### src/rtl/hazard_ctrl_pkg.sv
// Shared types and constants for the decode-stage hazard sequencer.
// Latency: n/a (definitions only).
// Backpressure: n/a (definitions only).
package hazard_ctrl_pkg;

  // Sequencer state. RUN issues or RAW-stalls. FLUSH kills wrong-path fetch/decode work.
  typedef enum logic {
    HZ_RUN   = 1'b0,
    HZ_FLUSH = 1'b1
  } hz_state_t;

  // Register-file address width (x0..x31).
  localparam int REG_AW = 5;

  // x0 is hardwired to zero. It never carries a dependency and never needs a slot.
  function automatic logic reg_nz(input logic [REG_AW-1:0] a);
    return a != '0;
  endfunction

endpackage

### src/rtl/hazard_slot_pipe.sv
// In-flight destination tracker: NSLOT-deep {valid,addr} shift register plus two RAW compare ports.
// Latency: hits are combinational from the stored slots; an insert becomes visible the next cycle.
// Backpressure: hold=1 freezes every slot; otherwise the pipe shifts each cycle and slot[NSLOT-1] drops out.
//
// Ports:
//   clk, rst_n          clock, asynchronous active-low reset (clears all slots)
//   hold                freeze the shift register this cycle
//   ins_vld, ins_addr   entry written into slot[0] on a shift
//   rs1_addr, rs2_addr  source registers to compare
//   hit_rs1, hit_rs2    a valid slot matches a non-zero source register
module hazard_slot_pipe
  import hazard_ctrl_pkg::*;
#(
  parameter int NSLOT = 3
) (
  input  logic              clk,
  input  logic              rst_n,
  input  logic              hold,
  input  logic              ins_vld,
  input  logic [REG_AW-1:0] ins_addr,
  input  logic [REG_AW-1:0] rs1_addr,
  input  logic [REG_AW-1:0] rs2_addr,
  output logic              hit_rs1,
  output logic              hit_rs2
);

  logic [NSLOT-1:0]  slot_vld;
  logic [REG_AW-1:0] slot_addr [NSLOT];

  always_ff @(posedge clk or negedge rst_n) begin
    if (!rst_n) begin
      slot_vld <= '0;
      for (int i = 0; i < NSLOT; i++) begin
        slot_addr[i] <= '0;
      end
    end else if (!hold) begin
      // slot[0] is the youngest entry (the instruction now in EX).
      slot_vld[0]  <= ins_vld;
      slot_addr[0] <= ins_addr;
      for (int i = 1; i < NSLOT; i++) begin
        slot_vld[i]  <= slot_vld[i-1];
        slot_addr[i] <= slot_addr[i-1];
      end
    end
  end

  always_comb begin
    hit_rs1 = 1'b0;
    hit_rs2 = 1'b0;
    for (int i = 0; i < NSLOT; i++) begin
      if (slot_vld[i] && (slot_addr[i] == rs1_addr) && reg_nz(rs1_addr)) begin
        hit_rs1 = 1'b1;
      end
      if (slot_vld[i] && (slot_addr[i] == rs2_addr) && reg_nz(rs2_addr)) begin
        hit_rs2 = 1'b1;
      end
    end
  end

endmodule

### src/rtl/hazard_ctrl.sv
// Decode-stage sequencer: RAW stall, post-redirect flush, and whole-pipe freeze while memory is busy.
// Latency: stall_flg/id_bubble/if_kill are combinational (0 cycles); state and counters update at the clock edge.
// Backpressure: mem_busy wins over everything and freezes slots, state and counters; redirect beats RAW.
//
// Ports:
//   clk, rst_n                          clock, asynchronous active-low reset
//   id_valid                            decode holds a real instruction
//   id_rs1_addr/used, id_rs2_addr/used  source operands of the decode instruction
//   id_rf_wen, id_wb_addr               destination of the decode instruction
//   ex_redirect                         EX changes PC this cycle
//   mem_busy                            MEM cannot complete this cycle
//   stall_flg                           fetch/decode hold and replay the saved instruction
//   id_bubble                           EX captures a NOP instead of decode output
//   if_kill                             fetch discards its output
//   stall_cycles, flush_count           wrapping performance counters
module hazard_ctrl
  import hazard_ctrl_pkg::*;
#(
  parameter int NSLOT        = 3,
  parameter int FLUSH_CYCLES = 2,
  parameter int CNT_W        = 32
) (
  input  logic              clk,
  input  logic              rst_n,
  input  logic              id_valid,
  input  logic [REG_AW-1:0] id_rs1_addr,
  input  logic              id_rs1_used,
  input  logic [REG_AW-1:0] id_rs2_addr,
  input  logic              id_rs2_used,
  input  logic              id_rf_wen,
  input  logic [REG_AW-1:0] id_wb_addr,
  input  logic              ex_redirect,
  input  logic              mem_busy,
  output logic              stall_flg,
  output logic              id_bubble,
  output logic              if_kill,
  output logic [CNT_W-1:0]  stall_cycles,
  output logic [CNT_W-1:0]  flush_count
);

  // FLUSH_CYCLES is limited to 1..7, so three bits always hold the countdown.
  localparam int              FC_W     = 3;
  localparam logic [FC_W-1:0] FC_LOAD  = FC_W'(FLUSH_CYCLES - 1);
  localparam logic [CNT_W-1:0] CNT_ONE = CNT_W'(1);

  hz_state_t       state_q, state_d;
  logic [FC_W-1:0] fcnt_q, fcnt_d;

  logic hit_rs1, hit_rs2, raw;
  logic slot_hold, slot_ins_vld;
  logic stall_c, bubble_c, kill_c;
  logic stall_inc, flush_inc;

  hazard_slot_pipe #(
    .NSLOT (NSLOT)
  ) u_slot_pipe (
    .clk      (clk),
    .rst_n    (rst_n),
    .hold     (slot_hold),
    .ins_vld  (slot_ins_vld),
    .ins_addr (id_wb_addr),
    .rs1_addr (id_rs1_addr),
    .rs2_addr (id_rs2_addr),
    .hit_rs1  (hit_rs1),
    .hit_rs2  (hit_rs2)
  );

  assign raw = id_valid && ((id_rs1_used && hit_rs1) || (id_rs2_used && hit_rs2));

  always_comb begin
    state_d      = state_q;
    fcnt_d       = fcnt_q;
    stall_c      = 1'b0;
    bubble_c     = 1'b0;
    kill_c       = 1'b0;
    slot_hold    = 1'b0;
    slot_ins_vld = 1'b0;
    stall_inc    = 1'b0;
    flush_inc    = 1'b0;

    if (mem_busy) begin
      // Whole pipe frozen. EX keeps any redirect and presents it again once MEM frees up.
      stall_c   = 1'b1;
      slot_hold = 1'b1;
    end else if (ex_redirect) begin
      // A redirect during FLUSH restarts the countdown.
      kill_c    = 1'b1;
      bubble_c  = 1'b1;
      state_d   = HZ_FLUSH;
      fcnt_d    = FC_LOAD;
      flush_inc = 1'b1;
    end else if (state_q == HZ_FLUSH) begin
      kill_c   = 1'b1;
      bubble_c = 1'b1;
      if (fcnt_q == '0) begin
        state_d = HZ_RUN;
      end else begin
        fcnt_d = fcnt_q - 3'd1;
      end
    end else if (raw) begin
      // Older producers keep draining behind the bubble while decode replays.
      stall_c   = 1'b1;
      bubble_c  = 1'b1;
      stall_inc = 1'b1;
    end else begin
      slot_ins_vld = id_valid && id_rf_wen && reg_nz(id_wb_addr);
    end
  end

  always_ff @(posedge clk or negedge rst_n) begin
    if (!rst_n) begin
      state_q      <= HZ_RUN;
      fcnt_q       <= '0;
      stall_cycles <= '0;
      flush_count  <= '0;
    end else begin
      state_q <= state_d;
      fcnt_q  <= fcnt_d;
      if (stall_inc) begin
        stall_cycles <= stall_cycles + CNT_ONE;
      end
      if (flush_inc) begin
        flush_count <= flush_count + CNT_ONE;
      end
    end
  end

  // While reset is asserted EX is fed NOPs and fetch and decode are left free.
  assign stall_flg = rst_n & stall_c;
  assign id_bubble = ~rst_n | bubble_c;
  assign if_kill   = rst_n & kill_c;

endmodule

### config.mk
export PLATFORM = sky130hd
export DESIGN_NAME = hazard_ctrl
export DESIGN_NICKNAME = d
export VERILOG_FILES = /design/src/rtl/hazard_ctrl_pkg.sv /design/src/rtl/hazard_slot_pipe.sv /design/src/rtl/hazard_ctrl.sv
export SDC_FILE = /design/constraint.sdc
export NUM_CORES = 1
export LEC_CHECK = 0
export CORE_MARGIN = 2
export CORE_UTILIZATION = 50
export DETAILED_ROUTE_END_ITERATION = 8
export PLACE_DENSITY = 0.79
export SYNTH_ARGS = -nofsm -noshare
export SYNTH_HDL_FRONTEND = slang
export SYNTH_SLANG_ARGS = --single-unit
### constraint.sdc
create_clock -name clk -period 7.12 [get_ports clk]
set_clock_uncertainty 0.05 [all_clocks]
set_input_delay 1.068 -clock clk [delete_from_list [all_inputs] [get_ports clk]]
set_output_delay 1.068 -clock clk [all_outputs]
set_load 0.1 [all_outputs]
==> results_dict.tcl, run 1 <==
set metrics [dict create \
    relSlewSlack 0.321 \
    synthMuxAreaShare 0.0552 \
    critPathLaunchType "input port" \
    initial_utilization 0.516 \
    cts_tree "done" \
    hold_path.class "flop to flop" \
    ant_nets 0 \
    net-switching-power_uw 420 \
    status "complete, no violations" \
    grt_pass1_vias 3077 \
    gp_congestion 0.873 \
    viasPerCell 5.38 \
    arrival_ps 4070 \
    wl_per_cell_um 15.0 \
    synthFlopType "dfrtp_1" \
    power_frac_comb 0.241 \
    slowest_stage "clkdlybuf4s50_1" \
    cts-root-buf "clkbuf_8" \
    hold_depth 1 \
    synthSimpleGateAreaFrac 0.197 \
    rsz0062_at_grt "false" \
    worstRegToRegCells 7 \
    pin_count 90 \
    dr_total_vias 3183 \
    die-area_um2 9230 \
    finalSetupTns_ps 0 \
    p_per_area_nw_per_um2 225 \
    critical_path_class "input port to output port" \
    cts_max_level 3 \
    cap_viol_max_count 0 \
    p_leak_nw 2.50 \
    final_nets 509 \
    dp_hpwl_um 6510 \
    postCtsHoldBufs 0 \
    grt_antenna_before_repair 0 \
    period_share 0.729 \
    tightest_slew_ps 1010 \
    irDropWorstVdd_mv 0.156 \
    layout_commonest_cell "clkdlybuf4s50_1" \
    synth-seq-cells 86 \
    ys_types 41 \
    syn_area_um2 4240 \
    slew_viol_final 0 \
    period_minus_slack_ps 5190 \
    grt_max_degree 77 \
    synth-compound-area-share 0.0210 \
    synthXorXnorAreaFrac 0.190 \
    final_cell_mix "clkdlybuf4s50_1 (88), dfrtp_1 (86), xor2_1 (60), xnor2_1 (32), nor2_1 (30)" \
    numPortBuffers 89 \
    die_w_um 96.1 \
    fin_cells 592 \
    first_pass_iters 4 \
    synth_fa_ha_area_frac 0.0118 \
    cts_buffers 9 \
    drive_gt1_frac 0.0986 \
    syn_nets 414 \
    num_antenna_cells 0 \
    postRouteWirelength_um 8870 \
    pwr-share-seq 0.467 \
    hold_viol 0 \
    synth_top_family_by_area "simple AND/OR/NAND/NOR gates" \
    clock_latency_ps 350 \
    cts.clk_slew.worst_paths_ps 90 \
    grt_overflow 0 \
    grt_use_total 0.206 \
    yosys_warnings 0 \
    die_h_um 96.1 \
    pwr-share-clk 0.293 \
    grt_first_pass_wirelength_um 14700 \
    core-area_um2 8220 \
    ys_seq_area_frac 0.508 \
    required_ps 6000 \
    cts.sinks 86 \
    critPathMaxStageDelay_ps 1120 \
    area_growth_pct 28.8 \
    clk_path_buf_depth 2 \
    drc 0 \
    switching_share 0.343 \
    synth_edf_count 0 \
    worst-path-max-fanout 5 \
    fmax_ghz 0.193 \
    finalSetupViolCount 0 \
    syn_area_per_cell_um2 11.0 \
    synthArstFlopShare 1.00 \
    p_int_uw 805 \
    worstPathCellList "clkdlybuf4s50_1 > xor2_1 > nor4_1 > nand3_1 > a31oi_1 > nor2_1 > nor2_1 > o21a_1 > clkdlybuf4s50_1" \
    cts_resized 0 \
    cts_setup_buffers 0 \
    place_inst 576 \
    end_kind "output port" \
    synth_cells 387 \
    row_count 33 \
    drt_iter0_drc 122 \
]
==> path summary, 6_finish.rpt <==
path                                      startpoint                  endpoint  slack, ps
setup / recovery                      id_rs1_addr[3]                 stall_flg       1930
min in group asynchronous                      rst_n  u_slot_pipe.slot_addr[1]        500
hold / removal                       flush_count[31]           flush_count[31]        420
max in group asynchronous                      rst_n          stall_cycles[11]       5350
setup reg to reg           u_slot_pipe.slot_addr[13]           stall_cycles[8]       4730
hold reg to reg                      flush_count[31]           flush_count[31]        420
==> Yosys cell counts, drive strengths merged (3+ instances only) <==
cell | n | share of area
nor2 | 30 | 0.027
and4 | 3 | 0.0068
xor2 | 60 | 0.12
inv | 9 | 0.0080
nand4 | 16 | 0.029
nand2 | 27 | 0.024
xnor2 | 32 | 0.066
nor4 | 10 | 0.016
nor3 | 15 | 0.022
or4 | 5 | 0.0097
buf | 3 | 0.0047
mux2 | 19 | 0.050
clkbuf | 5 | 0.0044
ha | 4 | 0.012
a31oi | 3 | 0.0044
dfrtp | 86 | 0.51
o21ai | 4 | 0.0047
nand3 | 29 | 0.034
and3 | 11 | 0.016
==> sequential cells by signal, indices dropped and copies added, names as in the netlist <==
signal,count
fcnt_q,3
u_slot_pipe.slot_addr,15
flush_count,32
state_q,1
stall_cycles,32
u_slot_pipe.slot_vld,3
==> metrics by stage <==
step | utilization | setup WS (ps) | instance area (µm²) | power (mW) | hold slack, ps
detailed placement | 0.638 | 1920 | 5240 | 0.878 | 411
floorplan | - | 2260 | 4240 | 0.787 | 399
global placement | 0.638 | 1950 | 5240 | 0.873 | 408
global route | 0.664 | 1740 | 5460 | 1.28 | 451
CTS | 0.664 | 1920 | 5460 | 1.24 | 423
finish | 0.664 | 1930 | 5460 | 1.23 | 418
==> critical path, delay by kind of cell <==
kind	cells	cell delay, ps
and+or+nand+nor	4	770
xor gates and xnor gates	1	200
AOI/OAI and AO/OA	2	410
buffers and inverters	2	1620
==> cell type report <==
class                   instances  area [µm²]
flip-flops and latches         86        2150
multi-input cells             284        2010
fillers                       651        2760
well taps                     105         131
repair buffers                 92         911
inverters                       9        33.8
clock inverters                 5        65.1
clock buffers                  11         151
==> kinds of logic (layout without fill, tap and decap cells) <==
group	count (synthesis)	after routing
AND/OR/NAND/NOR	154	154
flip-flops	86	86
XOR/XNOR	92	92
multiplexers	21	21
adder cells (fa/ha/maj)	4	4
buffers and inverters	17	117
AO/OA/AOI/OAI	13	13
==> power by group through the flow <==
stage,registers [mW],logic (mW),clock network [mW]
after floorplan,0.687,0.101,0
after global placement,0.581,0.292,0
after detailed placement,0.582,0.296,0
after CTS,0.572,0.297,0.367
after global routing,0.579,0.315,0.387
final,0.572,0.295,0.359
==> layer usage <==
layer  track usage  part of all wire  vias up
met5             0                 0        -
met4        0.0726             0.013        0
met3        0.0329             0.048        8
met2         0.319              0.46       78
met1         0.294              0.48     1565
li1              -                 -     1532
Note: power is estimated with default switching activity, not from simulation.
==> run 2, diff against run 1 <==
--- a/config.mk
+++ b/config.mk
@@ -6,9 +6,9 @@
 export NUM_CORES = 1
 export LEC_CHECK = 0
 export CORE_MARGIN = 2
-export CORE_UTILIZATION = 50
+export CORE_UTILIZATION = 46
 export DETAILED_ROUTE_END_ITERATION = 8
-export PLACE_DENSITY = 0.79
+export PLACE_DENSITY = 0.76
 export SYNTH_ARGS = -nofsm -noshare
 export SYNTH_HDL_FRONTEND = slang
 export SYNTH_SLANG_ARGS = --single-unit
==> constraint.sdc (replaced) <==
create_clock -name clk -period 4.2 [get_ports clk]
set_clock_uncertainty 0.05 [all_clocks]
set_input_delay 0.63 -clock clk [delete_from_list [all_inputs] [get_ports clk]]
set_output_delay 0.63 -clock clk [all_outputs]
set_load 0.1 [all_outputs]
==> results_dict.tcl, run 2 (synthesis gave the netlist of run 1 again) <==
set metrics [dict create \
    die-area_um2 10000 \
    reg2reg_slack_ps 1800 \
    period_share 0.854 \
    critPathMaxStageDelay_ps 540 \
    critical_path_class "input port to output port" \
    grt_use_met3 0.0292 \
    first_pass_iters 4 \
    dr_total_vias 3198 \
    cts.clk_slew.worst_paths_ps 80 \
    fin_util 0.604 \
    rsz0062_at_grt "false" \
    cts_buffers 9 \
    status "complete, no violations" \
    row_count 35 \
    p_leak_nw 2.52 \
    grt_util_met2 0.300 \
    critPathBufInv 2 \
    grt_antenna_before_repair 0 \
    postLayoutCellArea_um2 5510 \
    grt_use_total 0.193 \
    cts_setup_buffers 0 \
    place_inst 583 \
    pin_count 90 \
    viasPerCell 5.35 \
    worst-path-max-fanout 5 \
    slowest_stage "or4_1" \
    dp_hpwl_um 6640 \
    drive_gt1_frac 0.105 \
    busiest_layer "met2" \
    end_kind "output port" \
    crit_path_start "id_rs1_addr[1]" \
    numPortBuffers 89 \
    grt_max_degree 81 \
    initial_utilization 0.465 \
    critPathLaunchType "input port" \
    worstRegToRegCells 7 \
    finalSetupViolCount 0 \
    cts-root-buf "clkbuf_8" \
    hold_path.class "input port to async pin" \
    die_h_um 100 \
    irDropWorstVdd_mv 0.371 \
    final_cell_mix "dfrtp_1 (86), clkdlybuf4s50_1 (85), xor2_1 (60), xnor2_1 (32), nor2_1 (30)" \
    num_antenna_cells 0 \
    core-area_um2 9110 \
    cts_tree "done" \
    cts_resized 0 \
    finalSetupTns_ps 0 \
    globalRouteMet1Util 0.276 \
    drt_iter0_drc 82 \
    fin_cells 598 \
    cap_viol_max_count 0 \
    hold_viol 0 \
    tightest_slew_ps 1020 \
    dpl_cell_area_um2 5260 \
    drc 0 \
    postCtsHoldBufs 0 \
    cts.sinks 86 \
    ant_nets 0 \
    r2r-start "u_slot_pipe.slot_addr[13]" \
    crit_end "stall_flg" \
    gp_congestion 0.874 \
    postRouteWirelength_um 9130 \
    worstReg2RegEnd "stall_cycles[8]" \
    worstPathCellList "clkdlybuf4s50_1 > or4_1 > o21ai_0 > a31oi_1 > nor2_1 > nor2_1 > o21a_1 > buf_4" \
    cp_top_family "simple AND/OR/NAND/NOR gates" \
    final_nets 510 \
    area_growth_pct 29.9 \
    p_per_area_nw_per_um2 395 \
    grt_first_pass_wirelength_um 15400 \
    cp_common_cell "nor2_1" \
    clk_path_buf_depth 2 \
    wl_per_cell_um 15.3 \
    grt_pass1_vias 3193 \
    layout_commonest_cell "dfrtp_1" \
    relSlewSlack 0.315 \
    clock_latency_ps 340 \
    cts_max_level 3 \
    required_ps 3520 \
    die_w_um 100 \
    reg_top3 "flush_count x32, stall_cycles x32, u_slot_pipe.slot_addr x15" \
    period_minus_slack_ps 3590 \
    power.total_mw 2.18 \
    slew_viol_final 0 \
    fmax_ghz 0.279 \
    grt_overflow 0 \
    arrival_ps 2910 \
    cp_num_cells 8 \
]
==> run 2: cell count changes in the layout (fill, tap and decap cells not counted), sizes merged <==
cell	before	now
bufinv	1	3
clkdlybuf4s50	88	85
clkinvlp	0	1
clkinv	3	0
buf	4	8
clkbuf	11	10
==> run 2: worst register-to-register path, delay by kind of cell, from the launching register on <==
kind,cells,cell delay [ps]
AO/OA/AOI/OAI,1,290
XOR/XNOR,2,310
flip-flops,1,450
AND/OR/NAND/NOR,4,1190
==> run 2: worst min-delay path by stage <==
stage	endpoint	cells past startpoint	slack, ps	start
after floorplan	fcnt_q[0]	0	280	rst_n
after global placement	u_slot_pipe.slot_addr[2]	1	410	rst_n
after detailed placement	flush_count[31]	1	410	flush_count[31]
after CTS	u_slot_pipe.slot_addr[7]	1	40	rst_n
after global routing	u_slot_pipe.slot_addr[2]	1	40	rst_n
final	u_slot_pipe.slot_addr[2]	1	50	rst_n
==> run 2: routing by layer <==
layer  up-vias  routed length [µm]
met5         -                   0
met2        97                4220
met3        14                 412
met1      1555                4360
met4         0                 133
li1       1532                   -
==> run 2: cell type report <==
| cell class | instances | area (µm²) |
|---|---|---|
| Sequential cell | 86 | 2150 |
| Fill cell | 794 | 3600 |
| Clock inverter | 5 | 106 |
| Tap cell | 111 | 139 |
| Timing Repair Buffer | 93 | 923 |
| Clock buffer | 10 | 138 |
| Multi-Input combinational cell | 284 | 2010 |
| Inverter | 9 | 33.8 |
==> run 2: stage by stage <==
step / hold WS [ps] / setup slack [ps]
6_report: 54.8 / 614
5_1_grt: 39.7 / 542
4_1_cts: 40.0 / 615
3_5_place_dp: 410 / 617
3_3_place_gp: 405 / 663
2_1_floorplan: 284 / 213
==> run 2: power by group <==
| part | internal, mW | switching [mW] | total, mW |
|---|---|---|---|
| combinational | 0.163 | 0.338 | 0.502 |
| sequential | 0.891 | 0.0814 | 0.973 |
| clock | 0.410 | 0.291 | 0.702 |
==> run 3, diff against run 2 <==
--- a/config.mk
+++ b/config.mk
@@ -6,9 +6,10 @@
 export NUM_CORES = 1
 export LEC_CHECK = 0
 export CORE_MARGIN = 2
-export CORE_UTILIZATION = 46
+export CORE_UTILIZATION = 50
 export DETAILED_ROUTE_END_ITERATION = 8
-export PLACE_DENSITY = 0.76
+export DONT_BUFFER_PORTS = 1
+export PLACE_DENSITY = 0.68
 export SYNTH_ARGS = -nofsm -noshare
 export SYNTH_HDL_FRONTEND = slang
 export SYNTH_SLANG_ARGS = --single-unit
==> results_dict.tcl, run 3 (synthesis gave the netlist of run 1 again) <==
set metrics [dict create \
    area_growth_pct 17.3 \
    final_cell_mix "dfrtp_1 (86), xor2_1 (60), buf_4 (45), xnor2_1 (32), nor2_1 (30)" \
    tightest_slew_ps 1050 \
    required_ps 3520 \
    finalSetupTns_ps 0 \
    viasPerCell 5.51 \
    arrival_ps 2510 \
    worstRegToRegCells 8 \
    drive_gt1_frac 0.206 \
    cap_viol_max_count 0 \
    grt_pass1_vias 3076 \
    layout_commonest_cell "dfrtp_1" \
    grt_first_pass_wirelength_um 14800 \
    period_minus_slack_ps 3190 \
    grt_max_degree 87 \
    rsz0062_at_grt "false" \
    core-area_um2 8220 \
    cts_resized 0 \
    die_w_um 96.1 \
    ant_nets 0 \
    cts_buffers 9 \
    irDropWorstVdd_mv 0.259 \
    gp_congestion 0.823 \
    dr_total_vias 3014 \
    fin_ws_ps 1010 \
    clock_latency_ps 360 \
    cts_tree "done" \
    place_inst 530 \
    cts_max_level 3 \
    reg_top3 "flush_count x32, stall_cycles x32, u_slot_pipe.slot_addr x15" \
    dp_hpwl_um 6440 \
    drc 0 \
    p_per_area_nw_per_um2 428 \
    pre_cts_slack_ps 1130 \
    cts.sinks 86 \
    wl_per_cell_um 16.6 \
    die_h_um 96.1 \
    critical_path_class "flop to output port" \
    row_count 33 \
    worst-path-max-fanout 5 \
    cts_setup_buffers 0 \
    grt_overflow 0 \
    p_leak_nw 2.44 \
    relSlewSlack 0.302 \
    final_nets 464 \
    clk_path_buf_depth 2 \
    die-area_um2 9230 \
    end_kind "output port" \
    num_antenna_cells 0 \
    initial_utilization 0.516 \
    cts-root-buf "clkbuf_8" \
    postRouteWirelength_um 9080 \
    hold_path.class "input port to async pin" \
    fin_cells 547 \
    slew_viol_final 0 \
    first_pass_iters 4 \
    finalSetupViolCount 0 \
    period_share 0.759 \
    pin_count 90 \
    numPortBuffers 0 \
    drt_iter0_drc 136 \
    status "complete, no violations" \
    grt_use_total 0.210 \
    grt_antenna_before_repair 0 \
    postCtsHoldBufs 1 \
    critPathLaunchType "flop" \
    fin_util 0.605 \
    fmax_ghz 0.314 \
    hold_viol 0 \
    cts.clk_slew.worst_paths_ps 90 \
]
-- run 3: cell count changes in the layout (fill, tap and decap cells not counted), moves of 2 or more --
cell / before / now
clkinv_4: 0 / 2
clkdlybuf4s50_1: 85 / 0
buf_4: 7 / 45
clkbuf_1: 0 / 2
-- run 3: area by class of cell --
cell class | count | area [µm²]
fillers | 672 | 3250
flip-flops and latches | 86 | 2150
multi-input cells | 284 | 2020
repair buffers | 47 | 390
clock buffers | 11 | 131
well taps | 105 | 131
clock inverters | 5 | 108
inverters | 9 | 33.8
-- run 3: path summary, 6_finish.rpt --
| kind | start | endpoint | slack, ps |
|---|---|---|---|
| worst max-delay path | u_slot_pipe.slot_addr[2] | stall_flg | 1010 |
| worst min-delay path | rst_n | flush_count[3] | 100 |
| worst max register to register | stall_cycles[5] | stall_cycles[30] | 1540 |
| worst min register to register | fcnt_q[0] | fcnt_q[0] | 430 |
| max in group asynchronous | rst_n | u_slot_pipe.slot_addr[12] | 3630 |
| min in group clk | mem_busy | state_q | 320 |
-- run 3: routing by layer --
metal  global-route usage  wire length [µm]  part of all wire
met2                0.328              4260              0.47
met4               0.0952               208             0.023
met5                    0                 0                 0
met1                0.261              3890              0.43
met3               0.0736               723             0.080
-- run 3: worst max-delay path: stages (launching register included) --
cell	delay [ps]
dfrtp_1	420
xor2_1	190
nor4_1	440
nand3_1	180
a31oi_1	240
nor2_1	160
nor2_1	130
o21a_1	120
buf_4	280
-- run 3: metrics by stage --
stage / area, µm² / power (mW) / hold slack [ps]
2_1_floorplan: 4240 / 1.33 / 284
3_3_place_gp: 4700 / 1.42 / 287
3_5_place_dp: 4700 / 1.43 / 287
4_1_cts: 4970 / 2.15 / 130
5_1_grt: 4970 / 2.22 / 130
6_report: 4970 / 2.13 / 101
-- run 3: report_power, final --
part / total (mW) / switching [mW] / leakage [nW] / internal [mW]
Sequential: 0.938 / 0.0474 / 1.14 / 0.891
Combinational: 0.496 / 0.355 / 1.18 / 0.140
Clock: 0.696 / 0.298 / 0.118 / 0.398
Total: 2.13 / 0.700 / 2.44 / 1.43
